**src/rtl/regfile_mp.sv**
```systemverilog
// regfile_mp: multi-read-port register file with a registered read stage,
// write-to-read bypass, and a sequential clear engine that zeroes the array
// after reset or when clr_req is pulsed.
module regfile_mp #(
  parameter  int XLEN     = 32,
  parameter  int NREGS    = 32,
  parameter  int NRD      = 2,
  parameter  int ZERO_REG = 1,
  localparam int AW       = $clog2(NREGS)
) (
  input  logic                clk,
  input  logic                rst,
  input  logic [NRD-1:0]      rd_en,
  input  logic [NRD*AW-1:0]   rd_addr,
  output logic [NRD*XLEN-1:0] rd_data,
  output logic [NRD-1:0]      rd_valid,
  input  logic                wr_en,
  input  logic [AW-1:0]       wr_addr,
  input  logic [XLEN-1:0]     wr_data,
  input  logic                clr_req,
  output logic                busy
);

  typedef enum logic {
    CLEAR = 1'b0,
    IDLE  = 1'b1
  } state_t;

  localparam logic [AW-1:0] LAST_IDX = AW'(NREGS - 1);

  state_t          state;
  state_t          next_state;
  logic [AW-1:0]   clr_cnt;
  logic [AW-1:0]   next_cnt;
  logic            clr_we;
  logic            wr_drop;
  logic            wr_fire;
  logic [XLEN-1:0] regs [NREGS];
  logic [XLEN-1:0] rd_value [NRD];

  // Clear engine state and sweep counter; reset restarts the sweep at entry 0
  always_ff @(posedge clk) begin
    if (rst) begin
      state   <= CLEAR;
      clr_cnt <= '0;
    end else begin
      state   <= next_state;
      clr_cnt <= next_cnt;
    end
  end

  // Sweep every entry once, then sit in IDLE until a clear is requested
  always_comb begin
    next_state = state;
    next_cnt   = clr_cnt;
    case (state)
      CLEAR: begin
        if (clr_cnt == LAST_IDX) begin
          next_state = IDLE;
          next_cnt   = '0;
        end else begin
          next_cnt = clr_cnt + 1'b1;
        end
      end
      IDLE: begin
        if (clr_req) begin
          next_state = CLEAR;
          next_cnt   = '0;
        end
      end
      default: begin
        next_state = CLEAR;
        next_cnt   = '0;
      end
    endcase
  end

  // The engine owns the array while clearing; rst holds it off so the array is untouched during reset
  always_comb begin
    busy   = (state == CLEAR);
    clr_we = (state == CLEAR) && !rst;
  end

  // A write is accepted only in IDLE and never to a hardwired x0
  always_comb begin
    wr_drop = (ZERO_REG != 0) && (wr_addr == '0);
    wr_fire = wr_en && !busy && !wr_drop && !rst;
  end

  // Array update: clear sweep or committed writeback
  always_ff @(posedge clk) begin
    if (clr_we) begin
      regs[clr_cnt] <= '0;
    end else if (wr_fire) begin
      regs[wr_addr] <= wr_data;
    end
  end

  // Per-port operand: x0 zero first, then same-edge bypass, then stored value
  always_comb begin
    for (int p = 0; p < NRD; p++) begin
      if ((ZERO_REG != 0) && (rd_addr[p*AW +: AW] == '0)) begin
        rd_value[p] = '0;
      end else if (wr_fire && (wr_addr == rd_addr[p*AW +: AW])) begin
        rd_value[p] = wr_data;
      end else begin
        rd_value[p] = regs[rd_addr[p*AW +: AW]];
      end
    end
  end

  // Registered read stage; data holds when a port is not serviced
  always_ff @(posedge clk) begin
    if (rst) begin
      rd_data  <= '0;
      rd_valid <= '0;
    end else begin
      for (int p = 0; p < NRD; p++) begin
        if (rd_en[p] && !busy) begin
          rd_data[p*XLEN +: XLEN] <= rd_value[p];
          rd_valid[p]             <= 1'b1;
        end else begin
          rd_valid[p]             <= 1'b0;
        end
      end
    end
  end

endmodule

```
**config.mk**
```make
export PLATFORM = sky130hd
export DESIGN_NAME = regfile_mp
export DESIGN_NICKNAME = d
export VERILOG_FILES = /design/src/rtl/regfile_mp.sv
export SDC_FILE = /design/constraint.sdc
export NUM_CORES = 1
export LEC_CHECK = 0
export BUFFER_PORTS_ARGS = -buffer_cell sky130_fd_sc_hd__buf_2
export CAP_MARGIN = 20
export CORE_MARGIN = 2
export CORE_UTILIZATION = 50
export CTS_CLUSTER_DIAMETER = 30
export CTS_CLUSTER_SIZE = 24
export DETAILED_ROUTE_END_ITERATION = 16
export PLACE_DENSITY_LB_ADDON = 0.1
export SETUP_SLACK_MARGIN = 0.3
export SYNTH_ARGS = -nofsm -noshare
export SYNTH_HDL_FRONTEND = slang
export SYNTH_SLANG_ARGS = --single-unit
```
**constraint.sdc**
```tcl
create_clock -name clk -period 8.04 [get_ports clk]
set_input_delay 1.206 -clock clk [delete_from_list [all_inputs] [get_ports clk]]
set_output_delay 1.206 -clock clk [all_outputs]
set_load 0.05 [all_outputs]
```
==> run metrics <==
status completed; # fillers 6719; count leader, synth edfxtp_1; worst slew pin tran 1110 ps; HPWL Detailed 87900 um; final setup fails 0; initial antenna violation count 8; Worst Setup End Kind flip-flop; Crit path top cell by count buf_4; slowest CP cell dfxtp_1; critical path data arrival time 4760 ps; instance count of the mapped netlist 2472; gr busiest metal met2; Max Freq 0.231 GHz; Die ar. 0.101 sq mm; Synth Warn # 0; VDD IR max 0.202 mV; Yosys cell types 46; Post-CTS Setup Bufs 0; fin nets 2770; Hold Path Class flip-flop to flip-flop; largest net degree at the start of global routing 143; Post-synth EDFFs 1024; Sink Count 1096; CP Max Fanout 27; Die Width 317 um; critical path startpoint category flip-flop; Top delay family on crit path simple AND/OR/NAND/NOR gates; layout cell share with drive strength beyond 1 40.3%; grt met1 use 40.4%; setup slack after layout 3700 ps; Die Ht 317 um; worst clock skew 45.3 ps; global-route wire length before repair 212000 um; Synth top cells by count 1024 x edfxtp_1, 512 x mux4_2, 184 x o22ai_1; root buffer cell clkbuf_16; kind of critical path flip-flop to flip-flop; top cell type's share of synthesized area 62.6%; PostCTS Resize Cnt 0; critical-path cell list and3b_1, o21a_2, buf_4, o21a_1, nand2_1, nor2_4, buf_4; Fin. Hold Viols 0; non-filler cells, final 4200; Synth-to-Final Area Change 23.0%; mapped cell area 0.0491 sq mm; Worst Path Required 8460 ps; Starting Density 50.6%; CTS H-tree lvls 4; hold buffers post-CTS 0; CTS clock-pin slew for the worst setup and hold paths 50 ps; met3 GRT Util 11.9%; average cell area after synthesis 19.9 sq um; TritonCTS Buffers 231; vias in the first global route 29800; Vias 29000; Max-Cap Viols 0; pre-CTS WS 3090 ps; Synth area leaders edfxtp_1 63%, mux4_2 23%, dfxtp_1 2.9%, o22ai_1 2.3%, mux2i_1 1.4%; Final Hold Slack 481 ps; aggregate global routing overflow 0; Worst path max stage delay 670 ps; post-layout min period 4340 ps; Mapped Nets 2527; Final ANT Viol Nets 0; #FFs+latches synth 1096; Post-route DRC 0; Core Rows 114; Rel. slew slack 26.3%; routability cong. 0.868; CTS tree yes; Core Footprint 0.0970 sq mm; Synth area leader edfxtp_1; PwrDens 280 mW/mm^2; grt met2 use 45.8%; Total Negative Setup Slacks 0 ps; Post-Route WL 151000 um; max-slew violation count 0; Main synth FF type edfxtp_1; Final period util 53.9%; Avg WL per Cell 35.9 um; leakage 17.9 nW; Vias/cell 6.91; 1st-iter DRT viols 3884; all-layer global routing usage 30.3%; async set-reset flop share out of synthesis 0%; Power, Total 16.9 mW; RSZ-0062 raised after global routing no; I/O Buffers 119; drt first pass iters 5; Ports 120; register area share after synthesis 65.6%; worst skew pair latency 820 ps; Buf/Inv on CP 2; CTS max path bufs 3; placed cells 3737
## per-layer routing
metal	wire (um)	share of wire (%)
met5	320	0.21
met4	4000	2.7
met3	18700	12
met2	71000	47
met1	56800	38
## power by group
part | leakage, nW | internal, mW | switching (mW)
clock network | 3.99 | 6.76 | 3.30
registers | 8.42 | 6.20 | 0.0178
logic | 5.51 | 0.250 | 0.386
total | 17.9 | 13.2 | 3.70
## placed cells by master (no fill, tap or decap), drive strengths merged, types with 2 or more instances in the layout
master,count
o21ai,4
or3b,4
a211oi,32
edfxtp,1024
o311ai,2
a221o,63
and2,66
mux2i,70
buf,214
clkinv,85
clkbuf,265
nand3,7
xor2,10
ha,2
inv,20
o21a,2
nor2b,3
and3,34
clkinvlp,35
nor2,47
a31oi,2
a21oi,8
dfxtp,72
a22oi,4
nand2,50
mux4,512
o22ai,184
nor3,6
nor4,30
a32oi,2
bufinv,44
o32ai,2
or3,2
nand3b,5
## path summary, 6_finish.rpt
kind | startpoint | end | slack [ps] | cells after the start
worst max-delay path | state$_SDFF_PP0_ | regs[3][27]$_DFFE_PP_ | 3700 | 7
worst min-delay path | rd_data[27]$_SDFFE_PP0P_ | rd_data[27]$_SDFFE_PP0P_ | 480 | 1
worst max register to register | state$_SDFF_PP0_ | regs[3][27]$_DFFE_PP_ | 3700 | 7
worst min register to register | rd_data[27]$_SDFFE_PP0P_ | rd_data[27]$_SDFFE_PP0P_ | 480 | 1
## per-stage QoR
step,util [%],area [sq um]
global route,62.2,60400
floorplan,-,49100
global placement,52.9,51300
finish,62.3,60400
CTS,61.7,59900
detailed placement,53.0,51400
## final cells by class
type | instances | area, sq um | area share, %
flip-flops and latches | 1096 | 32200 | 53.3
multi-input cells | 1164 | 16300 | 27.0
clock buffers | 262 | 5930 | 9.82
clock inverters | 179 | 2500 | 4.13
repair buffers | 217 | 1840 | 3.05
well taps | 1276 | 1600 | 2.64
inverters | 5 | 18.8 | 0.0311
diodes | 1 | 2.50 | 0.00414
## cell families (layout without fill, tap and decap cells)
logic type / after synthesis / after routing / share of synthesized area (%)
flops: 1096 / 1096 / 65.6
mux: 583 / 583 / 24.9
compound gates: 311 / 311 / 4.58
simple gates: 258 / 258 / 2.81
buf+inv: 212 / 663 / 1.87
xor+xnor: 10 / 10 / 0.178
fa+ha+maj: 2 / 2 / 0.0510
other cells: 0 / 1 / 0
## flip-flops by register name, summed over array words and instances, names as in the netlist
signal / flops
regs: 1024
rd_data: 64
clr_cnt: 5
rd_valid: 2
state: 1
Power figures use the tool's default switching activity.
